[src/rtl/debounce_pkg.sv]
// Shared constants and helpers for the multi-channel input conditioner.
package debounce_pkg;

  // Event source selection
  localparam int unsigned EVT_RISE = 0;
  localparam int unsigned EVT_FALL = 1;
  localparam int unsigned EVT_BOTH = 2;

  // Debounce counter width: clog2 of the stable-cycle count, never below one bit
  function automatic int unsigned cnt_width(input int unsigned n);
    int unsigned w;
    w = (n <= 1) ? 1 : $clog2(n);
    if (w < 1) w = 1;
    return w;
  endfunction

endpackage

[src/rtl/debounce_channel.sv]
// One input channel: synchroniser, debounce counter, accepted level and edge pulses.
module debounce_channel
  import debounce_pkg::*;
#(
  parameter int unsigned SYNC_STAGES  = 2,
  parameter int unsigned DEBOUNCE_CYC = 1_000_000,
  parameter logic        INIT_LEVEL   = 1'b0
) (
  input  logic clk,
  input  logic rst_n,
  input  logic sig_in,
  output logic level,
  output logic pos_edge,
  output logic neg_edge,
  output logic rise_c,
  output logic fall_c
);

  localparam int unsigned    CW      = cnt_width(DEBOUNCE_CYC);
  localparam logic [CW-1:0]  CNT_MAX = CW'(DEBOUNCE_CYC - 1);

  logic [SYNC_STAGES-1:0] sync_q;
  logic [CW-1:0]          cnt;
  logic                   sync;
  logic                   mismatch_c;
  logic                   accept_c;

  assign sync = sync_q[SYNC_STAGES-1];

  // Metastability chain; stage 0 samples the raw pin
  always_ff @(posedge clk or negedge rst_n) begin
    if (!rst_n) begin
      sync_q <= {SYNC_STAGES{INIT_LEVEL}};
    end else begin
      sync_q <= {sync_q[SYNC_STAGES-2:0], sig_in};
    end
  end

  // Acceptance decision: the mismatch has persisted for the full stable window
  always_comb begin
    mismatch_c = (sync != level);
    accept_c   = mismatch_c && (cnt == CNT_MAX);
    rise_c     = accept_c && sync;
    fall_c     = accept_c && !sync;
  end

  // Stable-cycle counter, accepted level and one-cycle edge pulses
  always_ff @(posedge clk or negedge rst_n) begin
    if (!rst_n) begin
      cnt      <= '0;
      level    <= INIT_LEVEL;
      pos_edge <= 1'b0;
      neg_edge <= 1'b0;
    end else begin
      pos_edge <= rise_c;
      neg_edge <= fall_c;
      // Any agreement or an acceptance restarts the count; it never wraps
      if (!mismatch_c || accept_c) begin
        cnt <= '0;
      end else begin
        cnt <= cnt + CW'(1);
      end
      if (accept_c) begin
        level <= sync;
      end
    end
  end

endmodule

[src/rtl/debounce_edge_detect.sv]
// Multi-channel input conditioner: per-channel debounce plus sticky, acknowledged event flags.
module debounce_edge_detect
  import debounce_pkg::*;
#(
  parameter int unsigned CH           = 4,
  parameter int unsigned SYNC_STAGES  = 2,
  parameter int unsigned DEBOUNCE_CYC = 1_000_000,
  parameter logic        INIT_LEVEL   = 1'b0,
  parameter int unsigned EVT_MODE     = EVT_BOTH
) (
  input  logic          clk,
  input  logic          rst_n,
  input  logic [CH-1:0] sig_in,
  output logic [CH-1:0] level,
  output logic [CH-1:0] pos_edge,
  output logic [CH-1:0] neg_edge,
  output logic [CH-1:0] evt_pending,
  input  logic [CH-1:0] evt_ack,
  output logic [CH-1:0] evt_overflow
);

  logic [CH-1:0] rise_c;
  logic [CH-1:0] fall_c;
  logic [CH-1:0] evt_c;

  // Independent conditioning path per channel
  for (genvar i = 0; i < CH; i++) begin : g_ch
    debounce_channel #(
      .SYNC_STAGES  (SYNC_STAGES),
      .DEBOUNCE_CYC (DEBOUNCE_CYC),
      .INIT_LEVEL   (INIT_LEVEL)
    ) u_channel (
      .clk      (clk),
      .rst_n    (rst_n),
      .sig_in   (sig_in[i]),
      .level    (level[i]),
      .pos_edge (pos_edge[i]),
      .neg_edge (neg_edge[i]),
      .rise_c   (rise_c[i]),
      .fall_c   (fall_c[i])
    );
  end

  // Event source select; uses the pre-register acceptance so flags move with level
  always_comb begin
    evt_c = '0;
    if (EVT_MODE == EVT_RISE) begin
      evt_c = rise_c;
    end else if (EVT_MODE == EVT_FALL) begin
      evt_c = fall_c;
    end else begin
      evt_c = rise_c | fall_c;
    end
  end

  // Sticky pending/overflow flags; a new event beats a coincident ack
  always_ff @(posedge clk or negedge rst_n) begin
    if (!rst_n) begin
      evt_pending  <= '0;
      evt_overflow <= '0;
    end else begin
      for (int i = 0; i < CH; i++) begin
        if (evt_c[i]) begin
          evt_pending[i] <= 1'b1;
          if (evt_pending[i] && !evt_ack[i]) begin
            evt_overflow[i] <= 1'b1;
          end else if (evt_pending[i] && evt_ack[i]) begin
            evt_overflow[i] <= 1'b0;
          end
        end else if (evt_ack[i] && evt_pending[i]) begin
          evt_pending[i]  <= 1'b0;
          evt_overflow[i] <= 1'b0;
        end
      end
    end
  end

endmodule

[config.mk]
export PLATFORM = sky130hd
export DESIGN_NAME = debounce_edge_detect
export DESIGN_NICKNAME = d
export VERILOG_FILES = /design/src/rtl/debounce_pkg.sv /design/src/rtl/debounce_channel.sv /design/src/rtl/debounce_edge_detect.sv
export SDC_FILE = /design/constraint.sdc
export NUM_CORES = 1
export LEC_CHECK = 0
export CORE_UTILIZATION = 53
export DETAILED_ROUTE_END_ITERATION = 10
export GPL_TIMING_DRIVEN = 1
export HOLD_SLACK_MARGIN = 0.06
export PLACE_DENSITY = 0.72
export SLEW_MARGIN = 20
export SYNTH_ARGS = -nofsm -noshare
export SYNTH_HDL_FRONTEND = slang
export SYNTH_HIERARCHICAL = 1
export SYNTH_SLANG_ARGS = --single-unit
[constraint.sdc]
create_clock -name clk -period 5 [get_ports clk]
set_input_delay 1.5 -clock clk [delete_from_list [all_inputs] [get_ports clk]]
set_output_delay 1.5 -clock clk [all_outputs]
set_load 0.05 [all_outputs]
==> impl_results.md, run 1 <==
* Post CTS Setup Buffer Count at 0
* # diodes at 0
* Worst slew margin at 0.539
* Largest net degree at the start of global routing at 45
* Clk slew on worst S/H paths at roughly 100 ps
* Post-route cell area at between 5000 and 6000 um2
* Worst r2r src: g_ch[1].u_channel/cnt[0]$_DFF_PN0_
* CTS buffer count at 9
* Layout area overhead at 13.1%
* Drt wl/cell at 14.2 um
* # port buffers at 29
* Period utilisation layout at 0.625
* Height of the die at 98.5 um
* Max VDD drop at 0.138 mV
* Die Span X at just under 100 um
* CP max FO at 5
* Total grt overflow at 0
* Vias per cell at 5.61
* Min-delay src: g_ch[1].u_channel/sync_q[0]$_DFF_PN0_
* Power density over the cells at 279 nW/um2
* CTS tree: built
* Dpl ws at 2260 ps
* Nets at 520
* Synth warnings at 6
* CTS max path bufs at 2
* Total Wirelength at 8.78 mm
* Depth of the most critical reg-to-reg path at 7
* Clock latency on the worst-skew pair at between 300 and 400 ps
* Dpl cell area at 5350 um2
* Number of global-route vias before repair at 3597
* GRT Util Overall at 0.204
* Synthesized Nets at a little under 500
* Remaining routing DRC violations at 2
* Placed cell count at between 600 and 700
* Worst Max-Slew Pin Slew at 692 ps
* Routed via count at 3473
* Worst setup margin at 1880 ps
* Worst R2R Setup Slack at 2430 ps
* Cells after Synth at 468
* Layout cell share with drive strength beyond 1 at 0.0685
* Antenna violation net count after detailed routing at 0
* Max incr delay on CP at between 800 and 900 ps
* Area leader, netlist: dfrtp_1
* Critical path arrival at 1620 ps
* Post-DP HPWL at 6.08 mm
* Slowest CP cell: clkdlybuf4s50_1
* Crit end category: output pin
* Leak Pwr at 2.26 nW
* Hold path depth at 0
* Fin Hold WS at 363 ps
* DIE AREA at 9700 um2
* CP cell instances: clkdlybuf4s50_1
* Failing checks: DRC
* DRT iter0 DRCs at around 130
* Hold EP: g_ch[1].u_channel/sync_q[1]$_DFF_PN0_
* Top post-synthesis cells by area: dfrtp_1 55%, xnor2_1 9.9%, nor2_1 7.0%
* Synth Area per Inst at 10.5 um2
* Status: complete, but fails checks
* Unique masters post-synth at 29
* Cell family with most CP delay: buffers and inverters
* Final Wtd Congestion at 0.819
* # setup viols final at 0
* Root Buffer: clkbuf_8
* Fin Clk Skew at 9.46 ps
* IO Pins at 30
* Final Non-Filler Cells at 619
* Post-CTS Hold Fix Bufs at 0
* Post-Synthesis Cell Area at 4930 um2
* CTS H-tree depth at 3
* CTS Sinks at between 100 and 150
* Max Slew Vio Count at 0
* First-pass GRT wire length at about 16 mm
* MaxCap Viol Count at 0
* Startpoint Class: flip-flop
* Post-synth top area share at 0.548
* Commonest cells after routing, fill and taps aside: 108 x dfrtp_1, 92 x nor2_1, 56 x xnor2_1
* FMAX at 320 MHz
* Post-Route Setup TNS at 0 ps
* CP required at roughly 3500 ps
* Final hold vios at 0
* Unrepaired setup endpoints after global routing: no
* Core box area at 8850 um2
* DR pass1 iterations at 7
* Synthesis-stage register bit count at 108
* CTS resizes at 0
* Initial Util at 0.558
* Worst Hold Class: flip-flop to flip-flop
* CP Class: flip-flop to output pin
* Seq/Total Area, Yosys at 0.548
* Commonest non-fill, non-tap cell in the layout: dfrtp_1
* Buf/Inv on CP at 1
* Std-Cell Rows at 34
* Initial antenna violation count at 0
* Minimum clock period at 3120 ps
-- report_power, final --
group | switching, mW | internal, mW
sequential | 0.0114 | 0.886
clock | 0.304 | 0.290
combinational | 0.0449 | 0.0219
total | 0.360 | 1.20
-- cells by family (layout without fill, tap and decap cells) --
family	count (synthesis)	in the layout	share of synthesized area
adders and majority gates	4	4	0.0101
DFF	108	108	0.548
and+or+nand+nor	224	224	0.235
AOI/OAI and AO/OA	32	32	0.0507
muxes	8	8	0.0203
xor gates and xnor gates	64	64	0.114
buffers and inverters	28	71	0.0223
-- metrics by stage --
step | utilization | total power [mW]
2_1_floorplan | - | 0.945
3_3_place_gp | 0.605 | 0.982
3_5_place_dp | 0.605 | 0.984
4_1_cts | 0.631 | 1.58
5_1_grt | 0.631 | 1.63
6_report | 0.631 | 1.56
-- cell type report --
class	count	area (um2)
repair buffers	31	303
flip-flops and latches	108	2700
multi-input cells	332	2120
inverters	24	90.1
fillers	722	3270
clock buffers	9	124
clock inverters	7	104
well taps	108	135
-- registers in the layout, summed over array words and instances, names as in the netlist, named ones only --
name	cells
evt_pending	4
g_ch.u_channel/neg_edge	4
g_ch.u_channel/pos_edge	4
g_ch.u_channel/level	4
g_ch.u_channel/cnt	80
g_ch.u_channel/sync_q	8
-- Yosys cell counts --
cell type / count
buf_2: 4
a211oi_1: 4
o21ai_1: 4
or4_1: 4
or2_4: 4
nand2_1: 12
nand3_1: 20
o21ai_0: 4
o2111a_1: 4
mux2_4: 4
and2_1: 4
nor4_1: 20
ha_1: 4
o21ai_2: 4
or4b_1: 4
nor2_1: 92
mux2i_1: 4
nand4b_1: 4
nor3_1: 20
dfrtp_1: 108
and3_1: 12
nor3b_1: 8
o221ai_1: 8
inv_1: 24
a22oi_1: 4
nand4_1: 16
xnor2_1: 56
xor2_1: 8
or4_4: 4
-- how the worst max path moves through the flow --
stage	startpoint	end	slack [ps]	depth (start not counted)
final	g_ch[3].u_channel/level$_DFFE_PN0P_	level[3]	1880	1
after detailed placement	g_ch[3].u_channel/level$_DFFE_PN0P_	level[3]	2260	1
after CTS	g_ch[3].u_channel/level$_DFFE_PN0P_	level[3]	1850	1
after global routing	g_ch[3].u_channel/level$_DFFE_PN0P_	level[3]	1810	1
after global placement	g_ch[1].u_channel/level$_DFFE_PN0P_	level[1]	2290	1
after floorplan	g_ch[0].u_channel/cnt[12]$_DFF_PN0_	flip-flop	2680	6
-- per-layer routing --
metal	GRT usage	vias to the layer above	routed length, um
met1	0.267	1689	4110
met3	0.0404	7	332
met5	0	-	0
li1	-	1721	-
met2	0.340	56	4260
met4	0.0723	0	75
No activity file was read; power rests on OpenSTA's default activity.
==> run 2, diff against run 1 <==
==> constraint.sdc (replaced) <==
create_clock -name clk -period 2.99 [get_ports clk]
set_input_delay 0.897 -clock clk [delete_from_list [all_inputs] [get_ports clk]]
set_output_delay 0.897 -clock clk [all_outputs]
set_load 0.05 [all_outputs]
==> impl_results.md, run 2 (synthesis results as in run 1) <==
* Crit end category: output pin
* Unrepaired setup endpoints after global routing: no
* Critical path arrival at 1640 ps (+20 ps)
* DRT iter0 DRCs at 128 (-2.3%)
* Drt wl/cell at 13.9 um (-2.3%)
* Routed via count at 3431 (-1.2%)
* Worst setup margin at 455 ps (-1420 ps)
* Fin Clk Skew at 9.97 ps (+0.513 ps)
* GR peak layer: met2
* Die Span X at 98.5 um (unchanged)
* Core Util, Final at 0.628 (-0.00283)
* Buf/Inv on CP at 1 (unchanged)
* # setup viols final at 0 (unchanged)
* Clock latency on the worst-skew pair at 360 ps (about the same)
* Commonest cells after routing, fill and taps aside: 108 x dfrtp_1, 92 x nor2_1, 56 x xnor2_1
* Height of the die at 98.5 um (unchanged)
* Number of cells on the critical path at 1 (unchanged)
* Minimum clock period at about 2500 ps
* Met1 Usage GRT at 0.270 (+0.00235)
* Dpl cell area at 5380 um2 (+0.51%)
* Post-DP HPWL at 5.84 mm (-3.9%)
* Leak Pwr at 2.23 nW (-1.3%)
* # port buffers at 29 (unchanged)
* Total grt overflow at 0 (unchanged)
* Failing checks: DRC
* Worst slew margin at 0.535 (-0.00377)
* Hold path depth at 0 (unchanged)
* Biggest register: g_ch.u_channel/cnt
* Max FFs per register at 80 (unchanged)
* CTS H-tree depth at 3 (unchanged)
* Routing usage on met2 at 0.317 (-0.0233)
* Post CTS Setup Buffer Count at 0 (unchanged)
* Total Wirelength at 8.60 mm (-2.0%)
* Largest net degree at the start of global routing at 67 (+49%)
* CP required at 2090 ps (-1410 ps)
* Initial Util at 0.558 (unchanged)
* FMAX at 395 MHz
* Vias per cell at 5.52 (-1.5%)
* DR pass1 iterations at 7 (unchanged)
* Slowest CP cell: clkdlybuf4s50_1
* Max Slew Vio Count at 0 (unchanged)
* Final Wtd Congestion at 0.791 (-3.5%)
* Cell family with most CP delay: buffers and inverters
* Std-Cell Rows at 34 (unchanged)
* DIE AREA at 9700 um2 (unchanged)
* Met3 track demand over resource at 0.0348 (-0.00567)
* CTS Sinks at 108 (unchanged)
* Antenna violation net count after detailed routing at 0 (unchanged)
* Max VDD drop at 0.216 mV (+56%)
* CTS tree: built
* Depth of the most critical reg-to-reg path at 7 (unchanged)
* Post-route cell area at 5560 um2 (-0.45%)
* GRT Util Overall at 0.196 (-0.00792)
* CTS buffer count at 9 (unchanged)
* Nets at 522 (+0.38%)
* Placed cell count at 605 (+0.33%)
* Core box area at 8850 um2 (unchanged)
* Dpl ws at 464 ps (-1790 ps)
* Layout cell share with drive strength beyond 1 at 0.0721 (+0.00363)
* CTS resizes at 0 (unchanged)
* Startpoint Class: flip-flop
* Power density over the cells at 433 nW/um2 (+55%)
* Fin Hold WS at 356 ps (-6.40 ps)
* Layout area overhead at 12.6%
* MaxCap Viol Count at 0 (unchanged)
* Total Power at 2.40 mW (+54%)
* CP max FO at 5 (unchanged)
* CP cell instances: clkdlybuf4s50_1
* Root Buffer: clkbuf_8
* Biggest regs: g_ch.u_channel/cnt (80), g_ch.u_channel/sync_q (8)
* # diodes at 0 (unchanged)
* Number of global-route vias before repair at 3360 (-6.6%)
* CTS max path bufs at 2 (unchanged)
* Worst Max-Slew Pin Slew at 691 ps (-0.618 ps)
* Remaining routing DRC violations at 2 (unchanged)
* CP Class: flip-flop to output pin
* Commonest non-fill, non-tap cell in the layout: dfrtp_1
* Max incr delay on CP at 840 ps (about the same)
* Fill cell count at 761 (+5.4%)
* Final hold vios at 0 (unchanged)
* IO Pins at 30 (unchanged)
* Status: complete, but fails checks
* Post-CTS Hold Fix Bufs at 0 (unchanged)
* Post-Route Setup TNS at 0 ps (unchanged)
* First-pass GRT wire length at 15.4 mm (-3.3%)
* Period utilisation layout at 0.848
* Final Non-Filler Cells at 621 (+0.32%)
* Initial antenna violation count at 0 (unchanged)
* Worst Hold Class: flip-flop to flip-flop
* Clk slew on worst S/H paths at 100 ps (about the same)
==> run 2: cell types whose count changed in the layout (fill, tap and decap cells not counted) <==
cell / previous run / this run
inv_6: 4 / 1
buf_4: 3 / 4
clkinv_4: 1 / 0
clkinvlp_4: 0 / 5
clkinv_2: 0 / 1
buf_12: 0 / 1
bufinv_16: 2 / 0
==> run 2: cell type report <==
| class | count | area [um2] | area share |
|---|---|---|---|
| flip-flops and latches | 108 | 2700 | 0.486 |
| multi-input cells | 332 | 2120 | 0.382 |
| repair buffers | 33 | 330 | 0.0595 |
| well taps | 108 | 135 | 0.0243 |
| clock buffers | 9 | 124 | 0.0223 |
| inverters | 24 | 90.1 | 0.0162 |
| clock inverters | 7 | 51.3 | 0.00923 |
==> run 2: final timing paths <==
kind / slack, ps / startpoint / endpoint
setup / recovery: 460 / g_ch[1].u_channel/level$_DFFE_PN0P_ / level[1]
hold / removal: 360 / g_ch[1].u_channel/sync_q[0]$_DFF_PN0_ / g_ch[1].u_channel/sync_q[1]$_DFF_PN0_
setup reg to reg: 480 / g_ch[3].u_channel/cnt[0]$_DFF_PN0_ / flip-flop
hold reg to reg: 360 / g_ch[1].u_channel/sync_q[0]$_DFF_PN0_ / g_ch[1].u_channel/sync_q[1]$_DFF_PN0_
max in group asynchronous: 2000 / rst_n / g_ch[1].u_channel/cnt[18]$_DFF_PN0_
min in group asynchronous: 530 / rst_n / g_ch[3].u_channel/pos_edge$_DFF_PN0_
==> run 2: report_power, final <==
part | internal, mW | leakage [nW] | total [mW] | switching (mW)
clock network | 0.304 | 0.0739 | 0.790 | 0.486
registers | 1.48 | 1.48 | 1.50 | 0.0203
logic | 0.0381 | 0.681 | 0.113 | 0.0745
==> run 2: per-layer routing <==
metal | vias to the layer above | wire length [um]
met4 | 0 | 97
met2 | 42 | 3880
met1 | 1660 | 4440
met3 | 7 | 191
li1 | 1722 | -
met5 | - | 0
==> run 3, diff against run 2 <==
--- a/config.mk
+++ b/config.mk
@@ -9,7 +9,7 @@
 export DETAILED_ROUTE_END_ITERATION = 10
 export GPL_TIMING_DRIVEN = 1
 export HOLD_SLACK_MARGIN = 0.06
-export PLACE_DENSITY = 0.72
+export PLACE_DENSITY = 0.75
 export SLEW_MARGIN = 20
 export SYNTH_ARGS = -nofsm -noshare
 export SYNTH_HDL_FRONTEND = slang
==> constraint.sdc (replaced) <==
create_clock -name clk -period 2.09 [get_ports clk]
set_input_delay 0.627 -clock clk [delete_from_list [all_inputs] [get_ports clk]]
set_output_delay 0.627 -clock clk [all_outputs]
set_load 0.05 [all_outputs]
==> impl_results.md, run 3 (synthesis results as in run 1) <==
* Worst Hold Class: input port to async pin
* Met1 Usage GRT at 0.310 (+0.0406)
* GRT Util Overall at 0.229 (+0.0335)
* Biggest register: g_ch.u_channel/cnt
* Worst Max-Slew Pin Slew at 714 ps (+22.8 ps)
* CP cell instances: or4_4 -> or4_4 -> or2_4 -> nor3b_4 -> o21ai_1 -> a22oi_1
* Slowest CP cell: or4_4
* Power density over the cells at 528 nW/um2 (+22%)
* Antenna violation net count after detailed routing at 0 (unchanged)
* Final hold vios at 0 (unchanged)
* Commonest non-fill, non-tap cell in the layout: dfrtp_1
* Clock latency on the worst-skew pair at 370 ps (about the same)
* Post-CTS Hold Fix Bufs at 0 (unchanged)
* Largest net degree at the start of global routing at 36 (-46%)
* Crit end category: flip-flop
* Max VDD drop at 0.332 mV (+54%)
* Layout cell share with drive strength beyond 1 at 0.306 (+0.234)
* Worst slew margin at 0.520 (-0.0153)
* Period utilisation layout at 1.11
* # port buffers at 29 (unchanged)
* Biggest regs: g_ch.u_channel/cnt (80), g_ch.u_channel/sync_q (8)
* Fill cell count at 574 (-25%)
* Std-Cell Rows at 34 (unchanged)
* Unrepaired setup endpoints after global routing: yes
* CTS tree: built
* CP Class: flip-flop to flip-flop
* CP dominant cell by count: or4_4
* CP max FO at 3 (-2)
* Final Non-Filler Cells at 712 (+15%)
* DR pass1 iterations at 4 (-3)
* Die Span X at 98.5 um (unchanged)
* CTS Sinks at 108 (unchanged)
* Status: complete, but fails checks
* IO Pins at 30 (unchanged)
* DRT iter0 DRCs at 192 (+50%)
* Failing checks: setup timing
* Total Wirelength at 11.3 mm (+31%)
* Core Util, Final at 0.754 (+0.126)
* Final Wtd Congestion at 0.867 (+9.7%)
* FMAX at about 430 MHz
* Max FFs per register at 80 (unchanged)
* DIE AREA at 9700 um2 (unchanged)
* CTS max path bufs at 2 (unchanged)
* GR peak layer: met2
* Clk slew on worst S/H paths at 100 ps (about the same)
* Minimum clock period at 2320 ps
* CP required at 2380 ps (+290 ps)
* Leak Pwr at 2.83 nW (+27%)
* Total grt overflow at 0 (unchanged)
* Nets at 614 (+18%)
* Routing usage on met2 at 0.381 (+0.0639)
* Height of the die at 98.5 um (unchanged)
* Worst setup margin at -227 ps (-683 ps)
* Remaining routing DRC violations at 0 (-2)
* Fin Clk Skew at 8.52 ps (-1.45 ps)
* CTS buffer count at 9 (unchanged)
* Met3 track demand over resource at 0.0426 (+0.00780)
* Post-Route Setup TNS at -5120 ps (-5120 ps)
* Commonest cells after routing, fill and taps aside: 108 x dfrtp_1, 89 x buf_4, 66 x nor2_1
* # diodes at 0 (unchanged)
* # setup viols final at 61 (+61)
* Post-DP HPWL at 7.35 mm (+26%)
* CTS H-tree depth at 3 (unchanged)
* Initial antenna violation count at 0 (unchanged)
* Placed cell count at 674 (+11%)
* First-pass GRT wire length at 17.8 mm (+16%)
* Core box area at 8850 um2 (unchanged)
* Vias per cell at 5.65 (+2.2%)
* Number of global-route vias before repair at 3895 (+16%)
* Initial Util at 0.558 (unchanged)
* MaxCap Viol Count at 0 (unchanged)
* Max incr delay on CP at 540 ps (-300 ps)
* Startpoint Class: flip-flop
* Routed via count at 4020 (+17%)
* Critical path arrival at 2600 ps (+960 ps)
* Root Buffer: clkbuf_8
* Max Slew Vio Count at 0 (unchanged)
* Drt wl/cell at 15.8 um (+14%)
* Layout area overhead at 35.2%
==> run 3: path summary, 6_finish.rpt <==
path,to,slack [ps],startpoint,cells past startpoint
setup / recovery,flip-flop,-230,g_ch[3].u_channel/cnt[12]$_DFF_PN0_,6
hold / removal,g_ch[2].u_channel/cnt[16]$_DFF_PN0_,130,rst_n,1
setup reg to reg,flip-flop,-230,g_ch[3].u_channel/cnt[12]$_DFF_PN0_,6
hold reg to reg,g_ch[1].u_channel/sync_q[1]$_DFF_PN0_,360,g_ch[1].u_channel/sync_q[0]$_DFF_PN0_,0
max in group asynchronous,g_ch[0].u_channel/cnt[14]$_DFF_PN0_,1470,rst_n,2
min in group clk,g_ch[1].u_channel/sync_q[1]$_DFF_PN0_,360,g_ch[1].u_channel/sync_q[0]$_DFF_PN0_,0
==> run 3: worst max-delay path, delay by kind of cell, from the launching register on <==
| family | cells | cell delay [ps] |
|---|---|---|
| flip-flops | 1 | 390 |
| AO/OA/AOI/OAI | 2 | 270 |
| AND/OR/NAND/NOR | 4 | 1580 |
==> run 3: final cells by class <==
type | count | area [um2] | share of cell area
clock buffer | 10 | 128 | 0.0191
inverter | 24 | 90.1 | 0.0135
tap | 108 | 135 | 0.0203
multi-input combinational | 332 | 2460 | 0.369
sequential | 108 | 2700 | 0.405
timing repair buffer | 125 | 1110 | 0.167
clock inverter | 5 | 38.8 | 0.00582
==> run 3: layer usage <==
metal	wire length, um	up-vias
met2	5740	93
li1	-	1909
met1	4940	2003
met4	148	0
met3	423	15
met5	0	-
==> run 3: power by group <==
part	switching, mW	total, mW	internal, mW
Combinational	0.145	0.248	0.104
Sequential	0.0297	2.15	2.12
Clock	0.693	1.13	0.434
Total	0.867	3.52	2.66
==> run 3: stage by stage <==
stage                     total power, mW  hold slack, ps  setup WS, ps  instance area, um2
after global placement               2.38             332         -59.2                5940
after floorplan                      2.26             331          -110                4970
after CTS                            3.51             120          -155                6190
final                                3.52             128          -227                6670
after global routing                 3.67             123          -281                6670
after detailed placement             2.39             346          -162                5940
==> run 3: what timing repair did <==
item / CTS / global route
setup buffers: 5 / 14
gates cloned: 0 / 4
gates resized for setup: 19 / 79
endpoints found under the hold margin: 0 / 0
setup endpoints to repair: 48 / 86
pin swaps: 10 / 45
